==> src/rtl/decodificador_botoes_pkg.sv <==
// Shared definitions for the button event decoder: state encoding, default
// timing parameters and the event bundle also consumed by controlador_estados.
package decodificador_botoes_pkg;

  localparam int unsigned T_LONGO_PADRAO = 25_000_000;
  localparam int unsigned JANELA_PADRAO  = 2_500_000;

  localparam logic [2:0] OCIOSO        = 3'd0;
  localparam logic [2:0] PRESS_B1      = 3'd1;
  localparam logic [2:0] PRESS_B2      = 3'd2;
  localparam logic [2:0] AMBOS         = 3'd3;
  localparam logic [2:0] ESPERA_SOLTAR = 3'd4;

  typedef struct packed {
    logic ambos;
    logic b2_longo;
    logic b2_curto;
    logic b1_longo;
    logic b1_curto;
  } eventos_t;

  localparam eventos_t SEM_EVENTOS = '0;

endpackage

==> src/rtl/decodificador_botoes_contador.sv <==
// Saturating up-counter for the held-sample count of the pressed button.
module contador_saturado #(
  parameter int unsigned LIMITE = 8,
  parameter int          W      = $clog2(LIMITE + 1)
) (
  input  logic         clk,
  input  logic         rst,
  input  logic         limpa,
  input  logic         incrementa,
  output logic [W-1:0] valor,
  output logic         cheio
);

  localparam logic [W-1:0] LIMITE_W = W'(LIMITE);

  assign cheio = (valor == LIMITE_W);

  // Clear wins over increment; once at the limit the count holds.
  always_ff @(posedge clk) begin
    if (rst) begin
      valor <= '0;
    end else if (limpa) begin
      valor <= '0;
    end else if (incrementa && !cheio) begin
      valor <= valor + W'(1);
    end
  end

endmodule

==> src/rtl/decodificador_botoes.sv <==
// Turns debounced b1/b2 levels into one-cycle short, long and combo pulses.
//
// state         | meaning
// OCIOSO        | no button held, waiting for a press
// PRESS_B1      | b1 held alone, counting samples
// PRESS_B2      | b2 held alone, counting samples
// AMBOS         | combo recognised, ambos pulse is out
// ESPERA_SOLTAR | event already issued, waiting for both buttons released
module decodificador_botoes
  import decodificador_botoes_pkg::*;
#(
  parameter int unsigned T_LONGO = T_LONGO_PADRAO,
  parameter int unsigned JANELA  = JANELA_PADRAO
) (
  input  logic clk,
  input  logic rst,
  input  logic b1,
  input  logic b2,
  output logic b1_curto,
  output logic b2_curto,
  output logic b1_longo,
  output logic b2_longo,
  output logic ambos
);

  localparam int W = $clog2(T_LONGO + 1);
  localparam logic [W-1:0] JANELA_W   = W'(JANELA);
  localparam logic [W-1:0] ULTIMO_PRE = W'(T_LONGO - 1);

  if (!(JANELA >= 1 && JANELA < T_LONGO && T_LONGO >= 2)) begin : g_param_invalido
    $error("decodificador_botoes: requires 1 <= JANELA < T_LONGO and T_LONGO >= 2");
  end

  logic [2:0]   estado, prox_estado;
  eventos_t     eventos, prox_eventos;
  logic         limpa, incrementa;
  logic [W-1:0] valor;
  logic         cheio;
  logic         premido, outro;

  contador_saturado #(
    .LIMITE (T_LONGO),
    .W      (W)
  ) u_contador (
    .clk        (clk),
    .rst        (rst),
    .limpa      (limpa),
    .incrementa (incrementa),
    .valor      (valor),
    .cheio      (cheio)
  );

  assign premido = (estado == PRESS_B2) ? b2 : b1;
  assign outro   = (estado == PRESS_B2) ? b1 : b2;

  // valor counts the samples seen before this one, so the current sample is valor+1.
  always_comb begin
    prox_estado  = estado;
    prox_eventos = SEM_EVENTOS;
    limpa        = 1'b0;
    incrementa   = 1'b0;
    case (estado)
      OCIOSO: begin
        if (b1 && b2) begin
          prox_estado        = AMBOS;
          prox_eventos.ambos = 1'b1;
        end else if (b1) begin
          prox_estado = PRESS_B1;
          incrementa  = 1'b1;
        end else if (b2) begin
          prox_estado = PRESS_B2;
          incrementa  = 1'b1;
        end
      end
      PRESS_B1, PRESS_B2: begin
        if (!premido) begin
          limpa       = 1'b1;
          prox_estado = outro ? ESPERA_SOLTAR : OCIOSO;
          if (estado == PRESS_B1) prox_eventos.b1_curto = 1'b1;
          else                    prox_eventos.b2_curto = 1'b1;
        end else if (outro && (valor < JANELA_W)) begin
          limpa              = 1'b1;
          prox_estado        = AMBOS;
          prox_eventos.ambos = 1'b1;
        end else if ((valor == ULTIMO_PRE) || cheio) begin
          limpa       = 1'b1;
          prox_estado = ESPERA_SOLTAR;
          if (estado == PRESS_B1) prox_eventos.b1_longo = 1'b1;
          else                    prox_eventos.b2_longo = 1'b1;
        end else begin
          incrementa = 1'b1;
        end
      end
      AMBOS: begin
        limpa       = 1'b1;
        prox_estado = ESPERA_SOLTAR;
      end
      ESPERA_SOLTAR: begin
        limpa = 1'b1;
        if (!b1 && !b2) prox_estado = OCIOSO;
      end
      default: begin
        limpa       = 1'b1;
        prox_estado = OCIOSO;
      end
    endcase
  end

  always_ff @(posedge clk) begin
    if (rst) begin
      estado  <= OCIOSO;
      eventos <= SEM_EVENTOS;
    end else begin
      estado  <= prox_estado;
      eventos <= prox_eventos;
    end
  end

  assign b1_curto = eventos.b1_curto;
  assign b2_curto = eventos.b2_curto;
  assign b1_longo = eventos.b1_longo;
  assign b2_longo = eventos.b2_longo;
  assign ambos    = eventos.ambos;

endmodule

==> config.mk <==
export PLATFORM = sky130hd
export DESIGN_NAME = decodificador_botoes
export DESIGN_NICKNAME = d
export VERILOG_FILES = /design/src/rtl/decodificador_botoes_pkg.sv /design/src/rtl/decodificador_botoes_contador.sv /design/src/rtl/decodificador_botoes.sv
export SDC_FILE = /design/constraint.sdc
export NUM_CORES = 1
export LEC_CHECK = 0
export BUFFER_PORTS_ARGS = -buffer_cell sky130_fd_sc_hd__buf_2
export CAP_MARGIN = 10
export CORE_AREA = 2 2 79 81
export CTS_CLUSTER_DIAMETER = 100
export CTS_CLUSTER_SIZE = 16
export DETAILED_ROUTE_END_ITERATION = 6
export DIE_AREA = 0 0 81 83
export PLACE_DENSITY = 0.6
export SKIP_LAST_GASP = 1
export SLEW_MARGIN = 20
export SYNTH_ARGS = -nofsm -noshare
export SYNTH_HDL_FRONTEND = slang
export SYNTH_SLANG_ARGS = --single-unit
==> constraint.sdc <==
create_clock -name clk -period 3.3 [get_ports clk]
set_input_delay 0 -clock clk [delete_from_list [all_inputs] [get_ports clk]]
set_output_delay 0 -clock clk [all_outputs]
set_load 0.02 [all_outputs]
Yosys cells after proc, flatten, opt, wreduce, memory -nomap -nowiden
Index checks and enable logic that the tools add are counted.
{ "op_classes": {"n_shift": 0, "n_eq_ne": 9, "n_addsub": 1, "multipliers": 0, "n_div": 0, "mux": 30, "bitwise": 3, "n_reduce_logical": 14, "magnitude_cmp": 1} }
{ "ops": {"columns": ["op", "n"], "rows": [
  ["equality test 25 bit (second input constant)", 2],
  ["adder 25 x 1 -> 25 bit (second input constant)", 1],
  ["less-than comparator 25 x 22 -> 1 bit (second input constant)", 1],
  ["2-to-1 mux 3 bit", 8],
  ["2-to-1 mux 1 bit", 17],
  ["one-hot mux 3 bit (4 select lines)", 1],
  ["inequality test 4 bit (second input constant)", 2],
  ["equality test 3 x 2 -> 1 bit (second input constant)", 2],
  ["one-hot mux 1 bit (2 select lines)", 3],
  ["OR reduction 5 bit", 1],
  ["logical AND 1 bit", 4],
  ["OR reduction 2 bit", 2],
  ["equality test 3 x 1 -> 1 bit (second input constant)", 1],
  ["equality test 3 bit (second input constant)", 1],
  ["logical NOT 1 bit", 3],
  ["logical NOT 3 bit", 1],
  ["inverter 1 bit", 3],
  ["AND reduction 3 bit", 1],
  ["OR reduction 3 bit", 1],
  ["2-to-1 mux 2 bit", 1],
  ["inequality test 2 bit (second input constant)", 1],
  ["logical OR 1 bit", 1]
]} }
{ "totals": {"input_bits": 4, "romBits": 0, "regBits": 33, "latch_bits": 0, "output_inout_bits": 5, "elab_cells": 65, "memories": 0, "ramBits": 0} }

Logic depth before layout (Yosys ltp)
Gate-level depths: netlist (run 1).
{ "logic_depth": {"ltp_word": 7, "depth_mapped": 11, "mapped_depth_nobuf": 9} }

Modules after synthesis
From an unflattened synthesis (run 1), not the netlist that was laid out.
{ "unflattened": {"cells_unflattened": 233, "area_unflattened_um2": 1939.4} }
{ "modules_own_cells": {"columns": ["mod", "area_each_um2", "seq_area_each_um2", "n_inst", "cells_per_inst"], "rows": [
  ["contador_saturado", 1248.7, 500.5, 1, 149],
  ["decodificador_botoes", 690.7, 160.2, 1, 84]
]} }

Least setup slack after synthesis (run 1)
No wires, ideal clock.
{ "synth_timing": {"kind": "flip-flop to flip-flop", "start": "register u_contador.valor[11]", "end": "register u_contador.valor[2]", "path_slack_ns": 1.114, "setup_ns": 0.059, "required_ns": 3.241, "path_buffers": 1, "path_stages_with_launch": 10, "synth_period_minus_slack_ns": 2.186, "arrival_time_ns": 2.127, "path_cell_list": "dfxtp_1 > a211oi_2 > o41ai_2 > a2111oi_2 > o31ai_4 > a31oi_4 > a21boi_2 > buf_6 > a211o_1 > nand2_1"} }
{ "synth_between": {"elab_chain_len": 7, "elab_cells_between_ends": 16, "classes_between": "order compare (1); eq/ne (2); mux (8); reduce/logical (5)"} }
{ "synth_rtl": {"columns": ["item", "line_no", "source"], "rows": [
  ["start, declared", "decodificador_botoes_contador.sv:10", "output logic [W-1:0] valor,"],
  ["start signal, assigned", "decodificador_botoes_contador.sv:25", "valor <= valor + W'(1);"],
  ["parallel branches: the longest is 7 deep, another holds less-than comparator 25 x 22 -> 1 bit", null, null]
]} }
Several ways; the timed one is not identified.
A chain may end at the register's enable or synchronous reset.

Final worst setup path (run 1)
{ "layout_timing": {"start": "register u_contador.valor[10]", "end": "register u_contador.valor[8]"} }
Same word-level chain as after synthesis.

==> results of run 1 <==
[worst max-delay path, stage by stage, from the launching register on]
cell	delay, ps
dfxtp_1	360
inv_1	120
o41ai_2	370
a2111oi_2	140
o31ai_4	370
a31oi_4	220
a21boi_2	740
nand4_1	210
mux2i_1	150
[synth_stat cells (3+ instances only)]
cell type / count / share of area
nand3_1: 17 / 0.042
clkbuf_1: 5 / 0.0094
mux2i_1: 8 / 0.040
a21oi_1: 16 / 0.040
and3_1: 6 / 0.019
a21o_1: 5 / 0.019
a211o_1: 6 / 0.026
nand2_1: 31 / 0.058
nor4_1: 3 / 0.0094
nor3_1: 10 / 0.025
dfxtp_1: 33 / 0.33
nand2b_1: 4 / 0.012
a2111oi_2: 3 / 0.022
buf_2: 3 / 0.0075
nor3b_1: 3 / 0.011
o31ai_1: 3 / 0.011
nor2_1: 18 / 0.034
ha_1: 5 / 0.031
nand4_1: 12 / 0.037
xnor2_1: 8 / 0.035
inv_1: 17 / 0.032
[layer usage]
layer,vias to the layer above,track usage,wire (um)
li1,891,-,-
met1,835,0.194,2200
met2,30,0.216,2040
met3,8,0.0467,176
met4,0,0.0385,72
met5,-,0,0
[timing repair]
action,in CTS,in global routing
hold endpoints to repair,1,0
endpoints found under the setup margin,0,0
hold buffers,1,0
[how the worst max path moves through the flow]
stage,cells after the start,to,slack (ps),from
after detailed placement,8,u_contador.valor[8]$_SDFFE_PP0P_,520,u_contador.valor[10]$_SDFFE_PP0P_
final,8,u_contador.valor[8]$_SDFFE_PP0P_,510,u_contador.valor[10]$_SDFFE_PP0P_
after global routing,8,u_contador.valor[8]$_SDFFE_PP0P_,250,u_contador.valor[10]$_SDFFE_PP0P_
after floorplan,9,u_contador.valor[2]$_SDFFE_PP0P_,1110,u_contador.valor[11]$_SDFFE_PP0P_
after global placement,8,u_contador.valor[8]$_SDFFE_PP0P_,610,u_contador.valor[10]$_SDFFE_PP0P_
after CTS,8,u_contador.valor[8]$_SDFFE_PP0P_,510,u_contador.valor[10]$_SDFFE_PP0P_
[through the flow]
step	hold slack, ps	total power [mW]	std cells
after detailed placement	278	0.821	319
after CTS	2.55	1.13	327
after floorplan	76.1	0.775	246
after global placement	286	0.816	319
after global routing	14.4	1.20	327
final	6.72	1.11	327
[sequential cells by signal (all words and copies together) (netlist names)]
register          count
estado                3
u_contador.valor     25
b2_curto              1
b1_curto              1
b1_longo              1
ambos                 1
b2_longo              1
[kinds of logic (layout without fill, tap and decap cells)]
kind of cell    Yosys count  count (layout)  synth area share
compound gates           48              48             0.199
xor+xnor                  8               8            0.0350
fa+ha+maj                 5               5            0.0312
buf+inv                  28              34            0.0618
flops                    33              33             0.330
mux                       8               8            0.0400
simple gates            116             116             0.304
[power breakdown]
group	switching [mW]	internal, mW
sequential	0.0448	0.422
clock	0.134	0.165
combinational	0.228	0.119
[cell type report]
class	count	area, sq um	share of cell area
timing repair buffer	10	57.6	0.0264
clock buffer	7	86.3	0.0396
tap	75	93.8	0.0430
inverter	17	63.8	0.0292
sequential	33	661	0.303
multi-input combinational	185	1220	0.559
==> qor.txt, run 1 <==
Worst Tran Pin Value = 863 ps
vias per inst = 5.39
outcome = completed
CTS tree = done
first-pass GRT wire length = 7640 um
CP startpoint kind = flip-flop
hold crit path type = in -> reg
post-CTS setup buffer count = 0
fin nets = 261
Synth Flop Type = dfxtp_1
Ports = 9
Worst Setup Path Type = reg -> reg
Starting Density = 0.345
full die area = 6720 sq um
Port-buffer cells = 8
Area Growth Syn to Fin = 8.86%
diode count = 0
fmax = 358 MHz
clock skew = 4.92 ps
number of enable flip-flop cells after synthesis = 0
setup TNS = 0 ps
max cap viols = 0
DP Wirelength = 3260 um
DRC = 0
FP Rows = 28
core area = 5820 sq um
slew margin rel. = 0.422
final period utilization = 0.845
WHS Endpoint = b1_curto$_SDFF_PP0_
post-layout instance area = 2180 sq um
leak pwr = 0.803 nW
final core utilization = 0.375
die width = 81 um
die extent in y = 83 um
Yosys reg bits = 33
via count = 1764
Hold Startpoint = b1
CP Data Required Time = 3470 ps
GR Util All Layers = 0.143
fill count = 637
vias in the first global route = 1623
maximum VDD drop = 0.233 mV
pre-CTS WS = 516 ps
final worst slack = 510 ps
Async SR Flop Fraction = 0
Clock Root Buffer = clkbuf_8
clock buffer depth = 2
final setup vio count = 0
share of layout cells above drive strength 1 = 0.123
Cell Pwr Density = 510 nW/um^2
sequential share of the synthesized area = 0.330
Cell variety after synth = 45
CTS H-tree lvls = 2
Critical Path Fanout Max = 20
Routed Antenna Nets = 0
Fin. Hold Viols = 0
initial DRC count = 120
setup slack, reg-to-reg = 510 ps
clk sinks = 33
antenna violations before repair = 0
Synth Cell Area = 2000 sq um
largest net degree at the start of global routing = 22
dpl cell area = 2090 sq um
grt total ovfl = 0
Worst-Skew Late Latency = 280 ps
Final Critical Period = 2790 ps
WL final = 4490 um
most common cell after layout, fill and taps aside = dfxtp_1
WP data arrival = 2960 ps
Critical R2R Capture = u_contador.valor[8]$_SDFFE_PP0P_
drt pass-1 iters = 4
clk slew on worst S/H paths = 60 ps
most frequent cells in the layout = dfxtp_1, nand2_1, nor2_1, inv_1, nand3_1
Mapped Cells = 246
YS warnings = 0
Mapped Nets = 255
CTS buffer count = 5
RR Startpoint = u_contador.valor[10]$_SDFFE_PP0P_
synthesized area per cell = 8.15 sq um
Hold Path Stages = 2
Reg2Reg Depth = 8
Crit. End Element = flip-flop
GPL Wtd Cong = 0.782
PostCTS Resize Cnt = 0
WL per Instance = 13.7 um
Max Slew Vio Count = 0
RSZ-0062 raised after global routing = false
Note: power is estimated with default switching activity, not from simulation.
==> run 2: changes to the inputs <==
==> constraint.sdc (replaced) <==
create_clock -name clk -period 2.6 [get_ports clk]
set_input_delay 0 -clock clk [delete_from_list [all_inputs] [get_ports clk]]
set_output_delay 0 -clock clk [all_outputs]
set_load 0.02 [all_outputs]
==> run 2 against run 1 <==
Sequential power increased by 22%. Largest power group unchanged. Hold slack improved by 500 ps. Non-clock buffer count increased by 10. Setup slack got worse by 350 ps. Utilization increased by 1.8 points. Sequential share of layout area decreased by 1.4 points. Critical path depth increased by 1. Clock power increased by 29%.
==> qor.txt, run 2 (synthesis results as in run 1) <==
final core utilization = 0.394 (was 0.375)
switch share = 0.363 (was 0.366)
internal power = 0.955 mW (was 0.706 mW)
Ports = 9 (unchanged)
Area Growth Syn to Fin = 14.2% (was 8.86%)
Final Critical Period = 2440 ps (was 2790 ps)
post-CTS setup buffer count = 0 (unchanged)
initial DRC count = 67 (was 120)
Port-buffer cells = 8 (unchanged)
WL per Instance = 13.1 um (was 13.7 um)
outcome = completed (unchanged)
maximum VDD drop = 0.301 mV (was 0.233 mV)
final setup vio count = 0 (unchanged)
post-layout instance area = 2290 sq um (was 2180 sq um)
Crit. End Element = flip-flop (unchanged)
clk sinks = 33 (unchanged)
fin nets = 271 (was 261)
hold crit path type = reg -> reg (was in -> reg)
GPL Wtd Cong = 0.894 (was 0.782)
max reg flops = 25 (unchanged)
die extent in y = 83 um (unchanged)
clock skew = 3.93 ps (was 4.92 ps)
vias in the first global route = 1685 (was 1623)
Net Sw Power = 0.543 mW (was 0.407 mW)
Hold WS = 504 ps (was 6.72 ps)
Routed Antenna Nets = 0 (unchanged)
Clk pwr share = 0.258 (was 0.269)
Worst-Skew Late Latency = 280 ps (about the same)
FP Rows = 28 (unchanged)
RSZ-0062 raised after global routing = false (unchanged)
most common cell after layout, fill and taps aside = dfxtp_1 (unchanged)
WL final = 4420 um (was 4490 um)
Fin. Hold Viols = 0 (unchanged)
WP data arrival = 2640 ps (was 2960 ps)
slew margin rel. = 0.576 (was 0.422)
diode count = 0 (unchanged)
most frequent cells in the layout = dfxtp_1, nand2_1, nor2_1, inv_1, nand3_1 (unchanged)
antenna violations before repair = 0 (unchanged)
largest net degree at the start of global routing = 22 (unchanged)
Starting Density = 0.345 (unchanged)
full die area = 6720 sq um (unchanged)
fill count = 611 (was 637)
Cell Pwr Density = 655 nW/um^2 (was 510 nW/um^2)
Worst Tran Pin Value = 631 ps (was 863 ps)
final period utilization = 0.938 (was 0.845)
share of layout cells above drive strength 1 = 0.153 (was 0.123)
Clock Root Buffer = clkbuf_8 (unchanged)
CTS buffer count = 5 (unchanged)
clock buffer depth = 2 (unchanged)
Logic pwr share = 0.364 (was 0.312)
grt total ovfl = 0 (unchanged)
CTS H-tree lvls = 2 (unchanged)
first-pass GRT wire length = 7700 um (was 7640 um)
vias per inst = 5.27 (was 5.39)
Reg power frac = 0.379 (was 0.419)
drt pass-1 iters = 4 (unchanged)
Critical Path Fanout Max = 20 (unchanged)
Cell Count Post-Placement = 327 (was 319)
fmax = 410 MHz (was 358 MHz)
die width = 81 um (unchanged)
Largest Register = u_contador.valor (unchanged)
final worst slack = 161 ps (was 510 ps)
total power = 1.50 mW (was 1.11 mW)
pre-CTS WS = 122 ps (was 516 ps)
setup TNS = 0 ps (unchanged)
Max Slew Vio Count = 0 (unchanged)
Top Registers = u_contador.valor (25), estado (3) (unchanged)
leak pwr = 0.860 nW (was 0.803 nW)
Non-Filler Instances = 337 (was 327)
GR Util All Layers = 0.142 (was 0.143)
CP Data Required Time = 2810 ps (was 3470 ps)
DRC = 0 (unchanged)
CP startpoint kind = flip-flop (unchanged)
CTS tree = done (unchanged)
dpl cell area = 2170 sq um (was 2090 sq um)
DP Wirelength = 3230 um (was 3260 um)
clk slew on worst S/H paths = 70 ps (was 60 ps)
max cap viols = 0 (unchanged)
core area = 5820 sq um (unchanged)
via count = 1776 (was 1764)
Worst Setup Path Type = reg -> reg (unchanged)
## run 2: final cells by class
type                       count  area [sq um]  area share
tap                           75          93.8      0.0410
clock buffer                   7          86.3      0.0377
sequential                    33           661       0.289
inverter                      17          63.8      0.0279
multi-input combinational    185          1220       0.534
timing repair buffer          20           163      0.0711
## run 2: power groups by stage
stage | combinational [mW] | sequential, mW | clock [mW]
final | 0.545 | 0.568 | 0.386
after global routing | 0.606 | 0.572 | 0.425
after CTS | 0.545 | 0.567 | 0.404
after detailed placement | 0.539 | 0.578 | 0
after global placement | 0.538 | 0.579 | 0
after floorplan | 0.414 | 0.570 | 0
## run 2: layer usage
| metal | vias up | wire length (um) | track usage |
|---|---|---|---|
| met1 | 847 | 2160 | 0.190 |
| met3 | 4 | 142 | 0.0326 |
| li1 | 904 | - | - |
| met4 | 0 | 27 | 0.0370 |
| met2 | 21 | 2090 | 0.228 |
| met5 | - | 0 | 0 |
## run 2: path summary, 6_finish.rpt
| check | from | end | slack [ps] | cells after the start |
|---|---|---|---|---|
| hold reg to reg | u_contador.valor[23]$_SDFFE_PP0P_ | u_contador.valor[23]$_SDFFE_PP0P_ | 500 | 2 |
| hold / removal | u_contador.valor[23]$_SDFFE_PP0P_ | u_contador.valor[23]$_SDFFE_PP0P_ | 500 | 2 |
| setup / recovery | u_contador.valor[11]$_SDFFE_PP0P_ | u_contador.valor[10]$_SDFFE_PP0P_ | 160 | 9 |
| setup reg to reg | u_contador.valor[11]$_SDFFE_PP0P_ | u_contador.valor[10]$_SDFFE_PP0P_ | 160 | 9 |
## run 2: worst max-delay path, stage by stage, from the launching register on
cell and delay (ps):
dfxtp_1 350, a211oi_2 220, o41ai_2 100, a2111oi_2 530, o31ai_4 160, a31oi_4 350, a21boi_2 130, buf_12 180
a31o_1 210, a21oi_1 130
## run 2: repair_timing
action	4_1_cts	5_1_grt
endpoints found under the hold margin	3	0
setup endpoints to repair	0	6
hold buffers	3	0
resized for setup	0	1
==> run 3: changes to the inputs <==
==> constraint.sdc (replaced) <==
create_clock -name clk -period 2.6 [get_ports clk]
set_input_delay 0.52 -clock clk [delete_from_list [all_inputs] [get_ports clk]]
set_output_delay 0.52 -clock clk [all_outputs]
set_load 0.02 [all_outputs]
==> run 3 against run 2 <==
Via count decreased by 0.39%. Combinational power about the same. Clock power about the same. Sequential power about the same. Setup slack improved by 6.8 ps.
==> qor.txt, run 3 (synthesis results as in run 1) <==
met1 Usage GRT = 0.190 (unchanged)
Ports = 9 (unchanged)
drt pass-1 iters = 4 (unchanged)
vias in the first global route = 1670 (was 1685)
Final Critical Period = 2430 ps (was 2440 ps)
via count = 1769 (was 1776)
Area Growth Syn to Fin = 12.7% (was 14.2%)
RR Startpoint = u_contador.valor[11]$_SDFFE_PP0P_ (unchanged)
antenna violations before repair = 0 (unchanged)
total power = 1.50 mW (about the same)
switch share = 0.365 (was 0.363)
vias per inst = 5.30 (was 5.27)
CTS tree = done (unchanged)
diode count = 0 (unchanged)
final core utilization = 0.388 (was 0.394)
Non-Filler Instances = 334 (was 337)
largest net degree at the start of global routing = 22 (unchanged)
met3 Usage GRT = 0.0326 (unchanged)
GR Util All Layers = 0.142 (about the same)
CP startpoint kind = flip-flop (unchanged)
fmax = 411 MHz (was 410 MHz)
leak pwr = 0.848 nW (was 0.860 nW)
GPL Wtd Cong = 0.894 (unchanged)
Largest Register = u_contador.valor (unchanged)
CP bufs+invs = 1 (unchanged)
WL final = 4440 um (was 4420 um)
Worst path depth = 9 (unchanged)
area of the multi-input gates = 1220 sq um (unchanged)
CP Data Required Time = 2810 ps (about the same)
Reg power frac = 0.379 (about the same)
fill count = 614 (was 611)
Cell Pwr Density = 664 nW/um^2 (was 655 nW/um^2)
core area = 5820 sq um (unchanged)
Port-buffer cells = 8 (unchanged)
clock buffer depth = 2 (unchanged)
Crit. End Element = flip-flop (unchanged)
Fin. Hold Viols = 0 (unchanged)
Worst Setup EP = u_contador.valor[10]$_SDFFE_PP0P_ (unchanged)
final setup vio count = 0 (unchanged)
maximum VDD drop = 0.302 mV (was 0.301 mV)
CTS H-tree lvls = 2 (unchanged)
slew margin rel. = 0.580 (was 0.576)
Critical R2R Capture = u_contador.valor[10]$_SDFFE_PP0P_ (unchanged)
Critical Path, Cell by Cell = a211oi_2 -> o41ai_2 -> a2111oi_2 -> o31ai_4 -> a31oi_4 -> a21boi_2 -> buf_12 -> a31o_1 -> a21oi_1 (unchanged)
hold_buf cts = 0 (was 3)
clk slew on worst S/H paths = 70 ps (about the same)
final period utilization = 0.935 (was 0.938)
max reg flops = 25 (unchanged)
clock skew = 4.45 ps (was 3.93 ps)
WL per Instance = 13.3 um (was 13.1 um)
Crit path largest cell delay = 530 ps (about the same)
Routed Antenna Nets = 0 (unchanged)
Worst Setup Path Type = reg -> reg (unchanged)
grt total ovfl = 0 (unchanged)
DRC = 0 (unchanged)
CTS buffer count = 5 (unchanged)
hold crit path type = reg -> reg (unchanged)
Cell Count Post-Placement = 327 (unchanged)
CP delay by family, top = compound AO/OA/AOI/OAI gates (unchanged)
share of layout cells above drive strength 1 = 0.154 (was 0.153)
Worst-Skew Late Latency = 280 ps (about the same)
setup slack, reg-to-reg = 170 ps (was 160 ps)
FP Rows = 28 (unchanged)
max cap viols = 0 (unchanged)
Sequential Area = 661 sq um (unchanged)
GRT busiest layer = met2 (unchanged)
clk sinks = 33 (unchanged)
DP Wirelength = 3230 um (unchanged)
most common cell after layout, fill and taps aside = dfxtp_1 (unchanged)
Clock Root Buffer = clkbuf_8 (unchanged)
initial DRC count = 53 (was 67)
Max Slew Vio Count = 0 (unchanged)
die extent in y = 83 um (unchanged)
Clk pwr share = 0.259 (was 0.258)
outcome = completed (unchanged)
Critical Path Fanout Max = 20 (unchanged)
met2 GRT Util = 0.227 (was 0.228)
fin nets = 268 (was 271)
first-pass GRT wire length = 7670 um (was 7700 um)
CP max-delay cell = a2111oi_2 (unchanged)
Worst Tran Pin Value = 625 ps (was 631 ps)
Logic pwr share = 0.362 (was 0.364)
Starting Density = 0.345 (unchanged)
WP data arrival = 2640 ps (about the same)
Setup crit start = u_contador.valor[11]$_SDFFE_PP0P_ (unchanged)
RSZ-0062 raised after global routing = false (unchanged)
Top Registers = u_contador.valor (25), estado (3) (unchanged)
Reg2Reg Depth = 9 (unchanged)
most frequent cells in the layout = dfxtp_1, nand2_1, nor2_1, inv_1, nand3_1 (unchanged)
die width = 81 um (unchanged)
Net Sw Power = 0.547 mW (was 0.543 mW)
internal power = 0.952 mW (was 0.955 mW)
full die area = 6720 sq um (unchanged)
setup TNS = 0 ps (unchanged)
==> run 3: cell types whose count changed in the layout (fill, tap and decap cells not counted), sizes merged <==
cell         previous run  this run
dlygate4sd3             3         0
==> run 3: worst min-delay path, delay by kind of cell (launching register included) <==
kind / cells / cell delay [ps]
DFF: 1 / 330
and+or+nand+nor: 1 / 60
muxes: 1 / 60
==> run 3: per-layer routing <==
layer,vias to the layer above,part of all wire
met2,19,0.47
met1,851,0.49
met3,2,0.033
li1,897,-
met5,-,0
met4,0,0.0036
==> run 3: through the flow <==
step	area, sq um	setup WS (ps)	hold WS (ps)
global placement	2170	145	480
finish	2260	168	500
CTS	2260	91.0	502
global route	2260	30.7	512
detailed placement	2170	122	487
floorplan	2000	414	462
==> run 3: power groups by stage <==
| stage | clock [mW] | sequential [mW] | combinational [mW] |
|---|---|---|---|
| floorplan | 0 | 0.570 | 0.414 |
| global placement | 0 | 0.579 | 0.538 |
| detailed placement | 0 | 0.578 | 0.539 |
| CTS | 0.404 | 0.567 | 0.541 |
| global route | 0.425 | 0.572 | 0.602 |
| finish | 0.389 | 0.568 | 0.542 |
==> run 3: final cells by class <==
class,instances,area share
Clock buffer,7,0.0382
Inverter,17,0.0283
Multi-Input combinational cell,185,0.541
Sequential cell,33,0.293
Tap cell,75,0.0416
Timing Repair Buffer,17,0.0587
==> run 3: worst min-delay path by stage <==
stage	start	to	cells past startpoint
6_report	u_contador.valor[23]$_SDFFE_PP0P_	u_contador.valor[23]$_SDFFE_PP0P_	2
4_1_cts	b2	b2_curto$_SDFF_PP0_	2
3_3_place_gp	u_contador.valor[8]$_SDFFE_PP0P_	u_contador.valor[8]$_SDFFE_PP0P_	2
5_1_grt	b2	b2_curto$_SDFF_PP0_	2
2_1_floorplan	u_contador.valor[23]$_SDFFE_PP0P_	u_contador.valor[23]$_SDFFE_PP0P_	2
3_5_place_dp	u_contador.valor[23]$_SDFFE_PP0P_	u_contador.valor[23]$_SDFFE_PP0P_	2
==> run 3: timing repair <==
item / CTS / global route
resized for setup: 0 / 1
endpoints found under the setup margin: 0 / 6
buffers inserted: 0 / 0
